==> config.mk <==
export PLATFORM = sky130hd
export DESIGN_NAME = axil_gpio_regbank
export DESIGN_NICKNAME = d
export VERILOG_FILES = /design/src/rtl/axil_gpio_pkg.sv /design/src/rtl/axil_gpio_regbank_sync.sv /design/src/rtl/axil_gpio_regbank.sv
export SDC_FILE = /design/constraint.sdc
export NUM_CORES = 1
export LEC_CHECK = 0
export BUFFER_PORTS_ARGS = -buffer_cell sky130_fd_sc_hd__buf_2
export CAP_MARGIN = 20
export CORE_UTILIZATION = 50
export CTS_CLUSTER_SIZE = 10
export DETAILED_ROUTE_END_ITERATION = 16
export PLACE_DENSITY_LB_ADDON = 0.12
export SLEW_MARGIN = 10
export SYNTH_ARGS = -nofsm -noshare
export SYNTH_HDL_FRONTEND = slang
export SYNTH_SLANG_ARGS = --single-unit
==> constraint.sdc <==
create_clock -name clk -period 2.24 [get_ports clk]
set_clock_uncertainty 0.15 [all_clocks]
set_input_delay 0.224 -clock clk [delete_from_list [all_inputs] [get_ports clk]]
set_output_delay 0.224 -clock clk [all_outputs]
set_load 0.02 [all_outputs]
==> src/rtl/axil_gpio_pkg.sv <==
// ----------------------------------------------------------------------------
// axil_gpio_pkg
// Shared definitions for the AXI3-lite GPIO register bank:
//   - AXI response codes
//   - register index map
//   - strb_to_mask(): expands a 4-bit byte strobe into a 32-bit bit mask
// ----------------------------------------------------------------------------
package axil_gpio_pkg;

    localparam logic [1:0] RESP_OKAY   = 2'b00;
    localparam logic [1:0] RESP_SLVERR = 2'b10;

    localparam int REG_OUT      = 0;
    localparam int REG_IN       = 1;
    localparam int REG_EVENT    = 2;
    localparam int REG_ID       = 3;
    localparam int REG_IRQ_MASK = 4;
    localparam int REG_SCRATCH0 = 5;

    function automatic logic [31:0] strb_to_mask(input logic [3:0] strb);
        logic [31:0] m;
        m = '0;
        for (int i = 0; i < 4; i++) begin
            m[i*8 +: 8] = {8{strb[i]}};
        end
        return m;
    endfunction

endpackage

==> src/rtl/axil_gpio_regbank_sync.sv <==
// ----------------------------------------------------------------------------
// sync_edge_detect
// Three-flop synchroniser for asynchronous board inputs.
//   clk, rst_n : clock, asynchronous active-low reset
//   d          : asynchronous input bus (W bits)
//   level      : synchronised level (second flop)
//   rise       : one-cycle pulse per rising edge of level (second & ~third)
// ----------------------------------------------------------------------------
module sync_edge_detect #(
    parameter int W = 2
) (
    input  logic         clk,
    input  logic         rst_n,
    input  logic [W-1:0] d,
    output logic [W-1:0] level,
    output logic [W-1:0] rise
);

    logic [W-1:0] sync_p0;
    logic [W-1:0] sync_p1;
    logic [W-1:0] sync_p2;

    always_ff @(posedge clk or negedge rst_n) begin
        if (!rst_n) begin
            sync_p0 <= '0;
            sync_p1 <= '0;
            sync_p2 <= '0;
        end else begin
            // stage 0: metastability capture
            sync_p0 <= d;
            // stage 1: settled level
            sync_p1 <= sync_p0;
            // stage 2: previous level, for edge detection
            sync_p2 <= sync_p1;
        end
    end

    assign level = sync_p1;
    assign rise  = sync_p1 & ~sync_p2;

endmodule

==> src/rtl/axil_gpio_regbank.sv <==
// ----------------------------------------------------------------------------
// axil_gpio_regbank
// AXI3-lite register bank for the HPS lightweight bridge: LED outputs,
// synchronised key inputs, sticky W1C rising-edge events and a maskable
// registered interrupt.
//   clk, rst_n        : clock, asynchronous active-low reset
//   s_axil_aw*/w*/b*  : write address / data / response channels
//   s_axil_ar*/r*     : read address / data channels (single beat, rlast=1)
//   out_o             : OUT register, low OUT_W bits
//   in_i              : asynchronous inputs
//   irq_o             : |(EVENT & IRQ_MASK), registered
// Map: 0 OUT, 1 IN, 2 EVENT, 3 ID, 4 IRQ_MASK, 5.. scratch.
// ----------------------------------------------------------------------------
module axil_gpio_regbank
    import axil_gpio_pkg::*;
#(
    parameter int          ADDR_W   = 21,
    parameter int          ID_W     = 12,
    parameter int          NUM_REGS = 8,
    parameter int          OUT_W    = 8,
    parameter int          IN_W     = 2,
    parameter logic [31:0] VERSION  = 32'h0001_0000
) (
    input  logic              clk,
    input  logic              rst_n,
    input  logic [ID_W-1:0]   s_axil_awid,
    input  logic [ADDR_W-1:0] s_axil_awaddr,
    input  logic [2:0]        s_axil_awprot,
    input  logic              s_axil_awvalid,
    output logic              s_axil_awready,
    input  logic [31:0]       s_axil_wdata,
    input  logic [3:0]        s_axil_wstrb,
    input  logic              s_axil_wvalid,
    output logic              s_axil_wready,
    output logic [ID_W-1:0]   s_axil_bid,
    output logic [1:0]        s_axil_bresp,
    output logic              s_axil_bvalid,
    input  logic              s_axil_bready,
    input  logic [ID_W-1:0]   s_axil_arid,
    input  logic [ADDR_W-1:0] s_axil_araddr,
    input  logic [2:0]        s_axil_arprot,
    input  logic              s_axil_arvalid,
    output logic              s_axil_arready,
    output logic [ID_W-1:0]   s_axil_rid,
    output logic [31:0]       s_axil_rdata,
    output logic [1:0]        s_axil_rresp,
    output logic              s_axil_rlast,
    output logic              s_axil_rvalid,
    input  logic              s_axil_rready,
    output logic [OUT_W-1:0]  out_o,
    input  logic [IN_W-1:0]   in_i,
    output logic              irq_o
);

    localparam int IDX_W   = ADDR_W - 2;
    localparam int NUM_SCR = (NUM_REGS > REG_SCRATCH0) ? (NUM_REGS - REG_SCRATCH0) : 1;

    // Address low bits and protection are not decoded.
    logic unused_bits;
    assign unused_bits = ^{s_axil_awprot, s_axil_arprot, s_axil_awaddr[1:0], s_axil_araddr[1:0]};

    logic              aw_held;
    logic              w_held;
    logic [ID_W-1:0]   aw_id_held;
    logic [IDX_W-1:0]  aw_idx_held;
    logic [31:0]       w_data_held;
    logic [3:0]        w_strb_held;

    logic [OUT_W-1:0]  out_reg;
    logic [IN_W-1:0]   mask_reg;
    logic [IN_W-1:0]   event_reg;
    logic [31:0]       scratch [NUM_SCR];

    logic [IN_W-1:0]   in_level;
    logic [IN_W-1:0]   in_rise;

    logic              commit;
    logic              wr_in_range;
    logic              wr_ok;
    logic [31:0]       wr_mask;
    logic [31:0]       wr_bits;
    logic [IN_W-1:0]   ev_clr;

    logic [IDX_W-1:0]  ar_idx;
    logic [31:0]       rd_data;
    logic              rd_err;

    sync_edge_detect #(.W(IN_W)) u_sync (
        .clk   (clk),
        .rst_n (rst_n),
        .d     (in_i),
        .level (in_level),
        .rise  (in_rise)
    );

    assign s_axil_awready = !aw_held;
    assign s_axil_wready  = !w_held;
    assign s_axil_arready = !s_axil_rvalid;

    // A held write only commits once the previous response has been taken,
    // so B never has to queue more than one response.
    assign commit      = aw_held && w_held && !s_axil_bvalid;
    assign wr_in_range = aw_idx_held < IDX_W'(NUM_REGS);
    assign wr_ok       = commit && wr_in_range;
    assign wr_mask     = strb_to_mask(w_strb_held);
    assign wr_bits     = w_data_held & wr_mask;

    always_comb begin
        ev_clr = '0;
        if (wr_ok && aw_idx_held == IDX_W'(REG_EVENT)) begin
            ev_clr = wr_bits[IN_W-1:0];
        end
    end

    // Write holding slots and response channel.
    always_ff @(posedge clk or negedge rst_n) begin
        if (!rst_n) begin
            aw_held       <= 1'b0;
            w_held        <= 1'b0;
            aw_id_held    <= '0;
            aw_idx_held   <= '0;
            w_data_held   <= '0;
            w_strb_held   <= '0;
            s_axil_bvalid <= 1'b0;
            s_axil_bid    <= '0;
            s_axil_bresp  <= RESP_OKAY;
        end else begin
            if (commit) begin
                aw_held <= 1'b0;
                w_held  <= 1'b0;
            end
            if (s_axil_awvalid && !aw_held) begin
                aw_held     <= 1'b1;
                aw_id_held  <= s_axil_awid;
                aw_idx_held <= s_axil_awaddr[ADDR_W-1:2];
            end
            if (s_axil_wvalid && !w_held) begin
                w_held      <= 1'b1;
                w_data_held <= s_axil_wdata;
                w_strb_held <= s_axil_wstrb;
            end
            if (commit) begin
                s_axil_bvalid <= 1'b1;
                s_axil_bid    <= aw_id_held;
                s_axil_bresp  <= wr_in_range ? RESP_OKAY : RESP_SLVERR;
            end else if (s_axil_bvalid && s_axil_bready) begin
                s_axil_bvalid <= 1'b0;
            end
        end
    end

    // Register storage, events and interrupt.
    always_ff @(posedge clk or negedge rst_n) begin
        if (!rst_n) begin
            out_reg   <= '0;
            mask_reg  <= '0;
            event_reg <= '0;
            irq_o     <= 1'b0;
            for (int i = 0; i < NUM_SCR; i++) begin
                scratch[i] <= '0;
            end
        end else begin
            if (wr_ok && aw_idx_held == IDX_W'(REG_OUT)) begin
                out_reg <= (out_reg & ~wr_mask[OUT_W-1:0]) | wr_bits[OUT_W-1:0];
            end
            if (wr_ok && aw_idx_held == IDX_W'(REG_IRQ_MASK)) begin
                mask_reg <= (mask_reg & ~wr_mask[IN_W-1:0]) | wr_bits[IN_W-1:0];
            end
            for (int i = 0; i < NUM_SCR; i++) begin
                if (wr_ok && aw_idx_held == IDX_W'(REG_SCRATCH0 + i)) begin
                    scratch[i] <= (scratch[i] & ~wr_mask) | wr_bits;
                end
            end
            // A new edge in the same cycle as a W1C keeps its bit set.
            event_reg <= (event_reg & ~ev_clr) | in_rise;
            irq_o     <= |(event_reg & mask_reg);
        end
    end

    assign out_o  = out_reg;
    assign ar_idx = s_axil_araddr[ADDR_W-1:2];

    always_comb begin
        rd_data = '0;
        rd_err  = 1'b0;
        if (ar_idx >= IDX_W'(NUM_REGS)) begin
            rd_err = 1'b1;
        end else begin
            case (ar_idx)
                IDX_W'(REG_OUT):      rd_data = 32'(out_reg);
                IDX_W'(REG_IN):       rd_data = 32'(in_level);
                IDX_W'(REG_EVENT):    rd_data = 32'(event_reg);
                IDX_W'(REG_ID):       rd_data = VERSION;
                IDX_W'(REG_IRQ_MASK): rd_data = 32'(mask_reg);
                default: begin
                    for (int i = 0; i < NUM_SCR; i++) begin
                        if (ar_idx == IDX_W'(REG_SCRATCH0 + i)) begin
                            rd_data = scratch[i];
                        end
                    end
                end
            endcase
        end
    end

    // Read data channel: value captured at the AR handshake, held until rready.
    always_ff @(posedge clk or negedge rst_n) begin
        if (!rst_n) begin
            s_axil_rvalid <= 1'b0;
            s_axil_rid    <= '0;
            s_axil_rdata  <= '0;
            s_axil_rresp  <= RESP_OKAY;
            s_axil_rlast  <= 1'b0;
        end else begin
            if (s_axil_arvalid && !s_axil_rvalid) begin
                s_axil_rvalid <= 1'b1;
                s_axil_rid    <= s_axil_arid;
                s_axil_rdata  <= rd_data;
                s_axil_rresp  <= rd_err ? RESP_SLVERR : RESP_OKAY;
                s_axil_rlast  <= 1'b1;
            end else if (s_axil_rvalid && s_axil_rready) begin
                s_axil_rvalid <= 1'b0;
            end
        end
    end

endmodule
==> impl_metrics.yaml, run 1 <==
run_status:
  outcome: "finished, final reports clean"
placed_design:
  dpl_worst_slack_ns: -0.1612
  place_congestion: 0.7569
  dp_hpwl_mm: 15.79
  io_buffers: 179
final_layout:
  register_area_mm2: 0.006131
  layout-drive-gt1-share_pct: 46.77
  fin_util_pct: 68.58
  multi_input_comb_area_mm2: 0.003970
  antenna_cells: 0
  fin_nets: 1184
  nFillCells: 1406
  syn_to_final_growth_pct: 33.14
flow_run:
  drv_cap: 0
setup_path:
  start_kind: "register"
  path_cells: "nor4_2, buf_4, nand4_1, buf_6, buf_4, nor3_4, buf_6, mux2_4"
  cp.required_ns: 2.49
  slowest_delay_ns: 0.39
  cp-end-kind: "register"
  slowest_stage: "dfrtp_1"
  cp.arrival_ns: 2.46
  criticalPathCategory: "register to register"
  critPathMaxFanout: 10
timing:
  setup_violations: 0
  maxSlewViolCount: 0
  fin_crit_sh_pct: 98.74
  worst_slack_ns: 0.02833
  rsz0062_at_grt: "yes"
  period_needed_ns: 2.212
  fmax_mhz: 452.1
  hold_viol: 0
  setup_tns_ns: 0
  slew_headroom_pct: 62.23
  worst_slew_pin_slew_ns: 0.5665
  hold_slack_ns: 0.03377
yosys:
  ys_ff_latch: 245
  ys_top_cells_by_area: "dfrtp_1 (60%), mux2_2 (21%), nand2_1 (3.0%)"
  synth_top_area_share_pct: 60.37
  ys_warn_count: 0
  async_reset_ff_share_pct: 100.0
  synthFlopType: "dfrtp_1"
  ys_types: 41
  netlist.top_cell.by_area: "dfrtp_1"
  yosysSeqAreaShare_pct: 60.37
  syn_area_mm2: 0.01016
  synth_cells: 757
  syn_avg_cell_area_um2: 13.42
  synth-edff-count: 0
clocking:
  cts_sinks: 245
  tritoncts: "done"
  root_buffer: "clkbuf_16"
  cts_max_path_buffers: 3
  worstSkewPairLatency_ns: 0.53
  htree_num_levels: 1
  clk_pin_slew_ns: 0.05
  cts_buffers: 28
grt:
  antenna_found_initial: 0
  grt_pass1_wl_mm: 39.19
  grt-ovfl-total: 0
  grt_max_degree: 67
  grt_use_total_pct: 24.31
  grt_pass1_vias: 7705
power:
  swShare_pct: 28.46
  p_leak_nw: 6.547
  powerDensity_mw_per_mm2: 915.1
  power.internal_w: 0.008852
  p_sw_w: 0.003521
  sequentialPowerShare_pct: 48.8
  peakVddDrop_v: 0.0007776
  clkPwrFrac_pct: 31.2
  combPwrFrac_pct: 20.0
  p_total_w: 0.01237
floorplanning:
  start_util_pct: 51.51
  die-area_mm2: 0.02089
  boundaryPins: 192
  dieHeight_um: 144.5
  core_mm2: 0.01972
  rows: 51
  die_x_um: 144.5
hold_path:
  hold_path.class: "primary input to register"
detailed_routing:
  wl_per_cell_um: 18.39
  wl_mm: 24.53
  via_per_inst: 5.431
  ant_nets: 0
  drc_errors: 0
  via_count: 7245
  first_pass_iters: 4
  first_iter_violations: 306
cell usage after synthesis, types with 2 or more instances:
| cell | count |
|---|---|
| a21oi_1 | 7 |
| a221oi_1 | 9 |
| a22o_1 | 3 |
| a22oi_1 | 23 |
| and3_1 | 2 |
| buf_1 | 2 |
| buf_2 | 2 |
| buf_4 | 4 |
| clkbuf_1 | 28 |
| dfrtp_1 | 245 |
| inv_1 | 8 |
| mux2_2 | 193 |
| mux2i_1 | 2 |
| nand2_1 | 81 |
| nand2_2 | 4 |
| nand3_1 | 9 |
| nand3b_1 | 3 |
| nand4_1 | 3 |
| nor2_1 | 5 |
| nor2b_1 | 3 |
| nor3_1 | 2 |
| nor3_2 | 4 |
| nor4_1 | 5 |
| nor4_2 | 2 |
| nor4_4 | 7 |
| nor4b_2 | 2 |
| o21a_1 | 3 |
| o21ai_0 | 48 |
| o21ai_1 | 4 |
| o22ai_1 | 2 |
| o31ai_1 | 7 |
| or2_2 | 24 |
| or3_1 | 3 |
kinds of logic (layout without fill, tap and decap cells):
family          Yosys count  in the layout  share of synthesized area (%)
flops                   245            245                          60.37
mux                     196            196                          21.71
simple gates            164            164                          9.499
compound gates          107            107                          6.591
buf+inv                  44            355                          1.799
other cells               1              2                        0.03692
routing by layer:
layer  global-route usage, %  vias up  wire [um]
li1                        -     3319          -
met1                   31.04     3676      10490
met2                   42.99      218      12260
met5                       0        -          0
met3                   3.642       32       1414
met4                   6.482        0        368
power groups by stage:
stage                     clock network (W)  logic (W)  registers (W)
after floorplan                           0    0.00135        0.00598
after global placement                    0    0.00221        0.00594
after detailed placement                  0    0.00230        0.00603
after CTS                           0.00396    0.00246        0.00599
after global routing                0.00412    0.00269        0.00616
final                               0.00386    0.00247        0.00604
layout make-up:
cell class	count	area share, %
Clock buffer	31	5.422
Clock inverter	1	0.03701
Inverter	8	0.2221
Multi-Input combinational cell	469	29.36
Sequential cell	245	45.34
Tap cell	265	2.452
Timing Repair Buffer	315	17.16
repair_timing:
action / CTS / global route
setup endpoints to repair: 98 / 92
buffers inserted: 2 / 1
pin swaps: 2 / 7
gates resized for setup: 8 / 22
endpoints found under the hold margin: 332 / 0
hold buffers: 87 / 0
through the flow:
step | instances | cell area (um^2)
global route | 1334 | 13520
floorplan | 758 | 10160
CTS | 1333 | 13420
detailed placement | 1212 | 11750
finish | 1334 | 13520
global placement | 1212 | 11750
worst max-delay path, delay by kind of cell (launching register included):
kind,cells,cell delay (ns)
buf+inv,4,0.69
flops,1,0.39
mux,1,0.31
simple gates,3,0.53
final timing paths:
check | slack [ns] | from | to | cells past startpoint
min in group asynchronous | 0.07 | rst_n | s_axil_rid[7] | 2
max in group asynchronous | 1.15 | rst_n | async pin | 3
max | 0.03 | aw_idx_held[18] | register | 8
min | 0.03 | s_axil_araddr[9] | s_axil_rdata[1] | 4
max reg2reg | 0.03 | aw_idx_held[18] | register | 8
min reg2reg | 0.20 | u_sync.sync_p0[1] | u_sync.level[1] | 0
placed cells by master, fill, tap and decap left out, types with 3 or more instances in the layout:
cell,instances
nand3_1,9
nand4_1,3
or3_1,3
o21ai_1,4
or2_2,24
dlygate4sd3_1,87
nand2_1,81
mux2_2,180
nand2_4,3
nor2_1,5
dfrtp_1,245
nor3_2,4
a221oi_1,9
o21ai_0,48
nand3b_1,3
clkbuf_16,29
inv_1,8
a22oi_1,23
buf_4,30
o31ai_1,7
buf_6,7
mux2_4,13
a21oi_1,7
o21a_1,3
buf_12,12
a22o_1,3
nor4_1,3
nor4_4,9
buf_2,178
No activity file was read; power rests on OpenSTA's default activity.
==> run 2, diff against run 1 <==
--- a/config.mk
+++ b/config.mk
@@ -12,4 +12,5 @@
 export DETAILED_ROUTE_END_ITERATION = 16
 export PLACE_DENSITY_LB_ADDON = 0.12
+export SETUP_SLACK_MARGIN = 0.2
 export SLEW_MARGIN = 10
 export SYNTH_ARGS = -nofsm -noshare
==> constraint.sdc (replaced) <==
create_clock -name clk -period 2.24 [get_ports clk]
set_clock_uncertainty 0.15 [all_clocks]
set_input_delay 0.448 -clock clk [delete_from_list [all_inputs] [get_ports clk]]
set_output_delay 0.448 -clock clk [all_outputs]
set_load 0.02 [all_outputs]
==> run 2 against run 1 <==
  * Power shrank 0.34%
  * Sequential power about the same
  * Critical path depth is 1 higher
  * Core utilization fell by 0.64 points
  * Critical path type unchanged
  * Largest cell class unchanged
==> impl_metrics.yaml, run 2 (synthesis gave the netlist of run 1 again) <==
placed_design:
  dp_hpwl_mm: 15.99
  place_congestion: 0.7451
  io_buffers: 179
final_layout:
  final_cell_mix: "dfrtp_1 (245), buf_2 (178), mux2_2 (170)"
  nFillCells: 1417
  syn_to_final_growth_pct: 31.90
  fin_nets: 1153
  multi_input_comb_area_mm2: 0.004125
  final_common_cell: "dfrtp_1"
  register_area_mm2: 0.006131
  antenna_cells: 0
  layout-drive-gt1-share_pct: 49.62
detailed_routing:
  top_layer: "met4"
  wl_per_cell_um: 18.43
  routed-wl-met3_mm: 1.497
  wl_met1_mm: 10.35
  ant_nets: 0
  drc_errors: 0
  wl_mm: 24.05
  via_per_inst: 5.415
  first_pass_iters: 4
  via_count: 7067
  first_iter_violations: 318
  wl_met2_mm: 11.86
timing:
  period_needed_ns: 2.205
  setup_violations: 0
  fin_crit_sh_pct: 98.46
  hold_slack_ns: 0.01490
  slew_headroom_pct: 61.92
  fmax_mhz: 453.4
  worst_slew_pin_slew_ns: 0.5712
  maxSlewViolCount: 0
  rsz0062_at_grt: "yes"
  hold_viol: 0
setup_path:
  cp-end-kind: "register"
  rrSetupSlack_ns: 0.03
  cp.arrival_ns: 2.46
  path_buf_inv: 4
  crit_family: "buffers and inverters"
  slowest_stage: "dfrtp_1"
  start_kind: "register"
  reg2reg_from: "aw_idx_held[18]"
  slowest_delay_ns: 0.39
  criticalPathCategory: "register to register"
  path_cells: "nor4_2, buf_4, nand4_1, buf_6, nor4b_4, buf_4, nand2_2, buf_12, mux2_2"
  crit_top_cell: "buf_4"
  critPathMaxFanout: 8
  cp.required_ns: 2.50
  r2r_cells: 9
floorplanning:
  boundaryPins: 192
  dieHeight_um: 144.5
  rows: 51
  die_x_um: 144.5
  start_util_pct: 51.51
  die-area_mm2: 0.02089
  core_mm2: 0.01972
power:
  powerDensity_mw_per_mm2: 920.5
  peakVddDrop_v: 0.0008938
  p_leak_nw: 6.492
  p_total_w: 0.01233
grt:
  grt_pass1_vias: 7480
  grt-ovfl-total: 0
  grt_pass1_wl_mm: 38.14
  grt_use_total_pct: 23.70
  grt_max_degree: 64
  antenna_found_initial: 0
clocking:
  root_buffer: "clkbuf_16"
  cts_sinks: 245
  cts_max_path_buffers: 3
  clk_pin_slew_ns: 0.06
  cts_buffers: 28
  tritoncts: "done"
  worstSkewPairLatency_ns: 0.53
  htree_num_levels: 1
hold_path:
  hold_start: "s_axil_awid[1]"
  hold_path.class: "primary input to register"
  worstHoldEndpoint: "aw_id_held[1]"
  worstHoldPathCells: 2
flow_run:
  drv_cap: 0
run_status:
  outcome: "finished, final reports clean"
run 2: changes by cell type in the layout (fill, tap and decap cells not counted), moves of 5 or more:
| cell | delta |
|---|---|
| nand2_1 | -6 |
| mux2_2 | -10 |
| mux2_4 | +11 |
| dlygate4sd3_1 | -36 |
| buf_4 | +5 |
run 2: worst max-delay path by stage:
stage	from	endpoint	slack (ns)	cells past startpoint
final	aw_idx_held[18]	register	0.03	9
after global routing	aw_idx_held[18]	register	-0.08	9
after CTS	aw_idx_held[6]	register	-0.05	9
after detailed placement	aw_idx_held[18]	register	-0.14	8
after global placement	aw_idx_held[18]	register	-0.1	8
after floorplan	aw_idx_held[8]	register	0.11	5
run 2: what timing repair did:
| item | CTS | global route |
|---|---|---|
| pin swaps | 2 | 3 |
| endpoints found under the setup margin | 106 | 108 |
| endpoints found under the hold margin | 108 | 0 |
| setup buffers | 3 | 0 |
| gates resized for setup | 24 | 6 |
| hold buffers | 51 | 0 |
run 2: per-stage QoR:
| step | utilization (%) | cells | cell area (um^2) | worst slack, ns | setup TNS, ns |
|---|---|---|---|---|---|
| after floorplan | - | 758 | 10340 | 0.1148 | 0 |
| after global placement | 60.74 | 1217 | 11980 | -0.09895 | -1.421 |
| after detailed placement | 60.74 | 1217 | 11980 | -0.1358 | -3.842 |
| after CTS | 67.80 | 1305 | 13370 | -0.05402 | -0.7550 |
| after global routing | 67.94 | 1305 | 13400 | -0.08445 | -4.629 |
| final | 67.94 | 1305 | 13400 | 0.03452 | 0 |
run 2: cell type report:
cell class              count  area share (%)
clock buffers              34           5.558
inverters                   8          0.2242
multi-input cells         469           30.80
flip-flops and latches    245           45.77
well taps                 265           2.475
repair buffers            284           15.18
run 2: worst reg2reg max path, cell delays in order (launching register included):
cell	delay, ns
dfrtp_1	0.39
nor4_2	0.27
buf_4	0.15
nand4_1	0.09
buf_6	0.16
nor4b_4	0.20
buf_4	0.18
nand2_2	0.07
buf_12	0.16
mux2_2	0.27
run 2: layer usage:
layer	up-vias	GRT usage, %
met2	224	41.70
li1	3253	-
met3	30	4.868
met4	0	5.596
met1	3560	29.87
met5	-	0
run 2: report_power, final:
group | total [W] | internal [W] | switching [W]
registers | 0.00604 | 0.00525 | 0.000783
logic | 0.00240 | 0.00127 | 0.00113
clock network | 0.00390 | 0.00228 | 0.00162
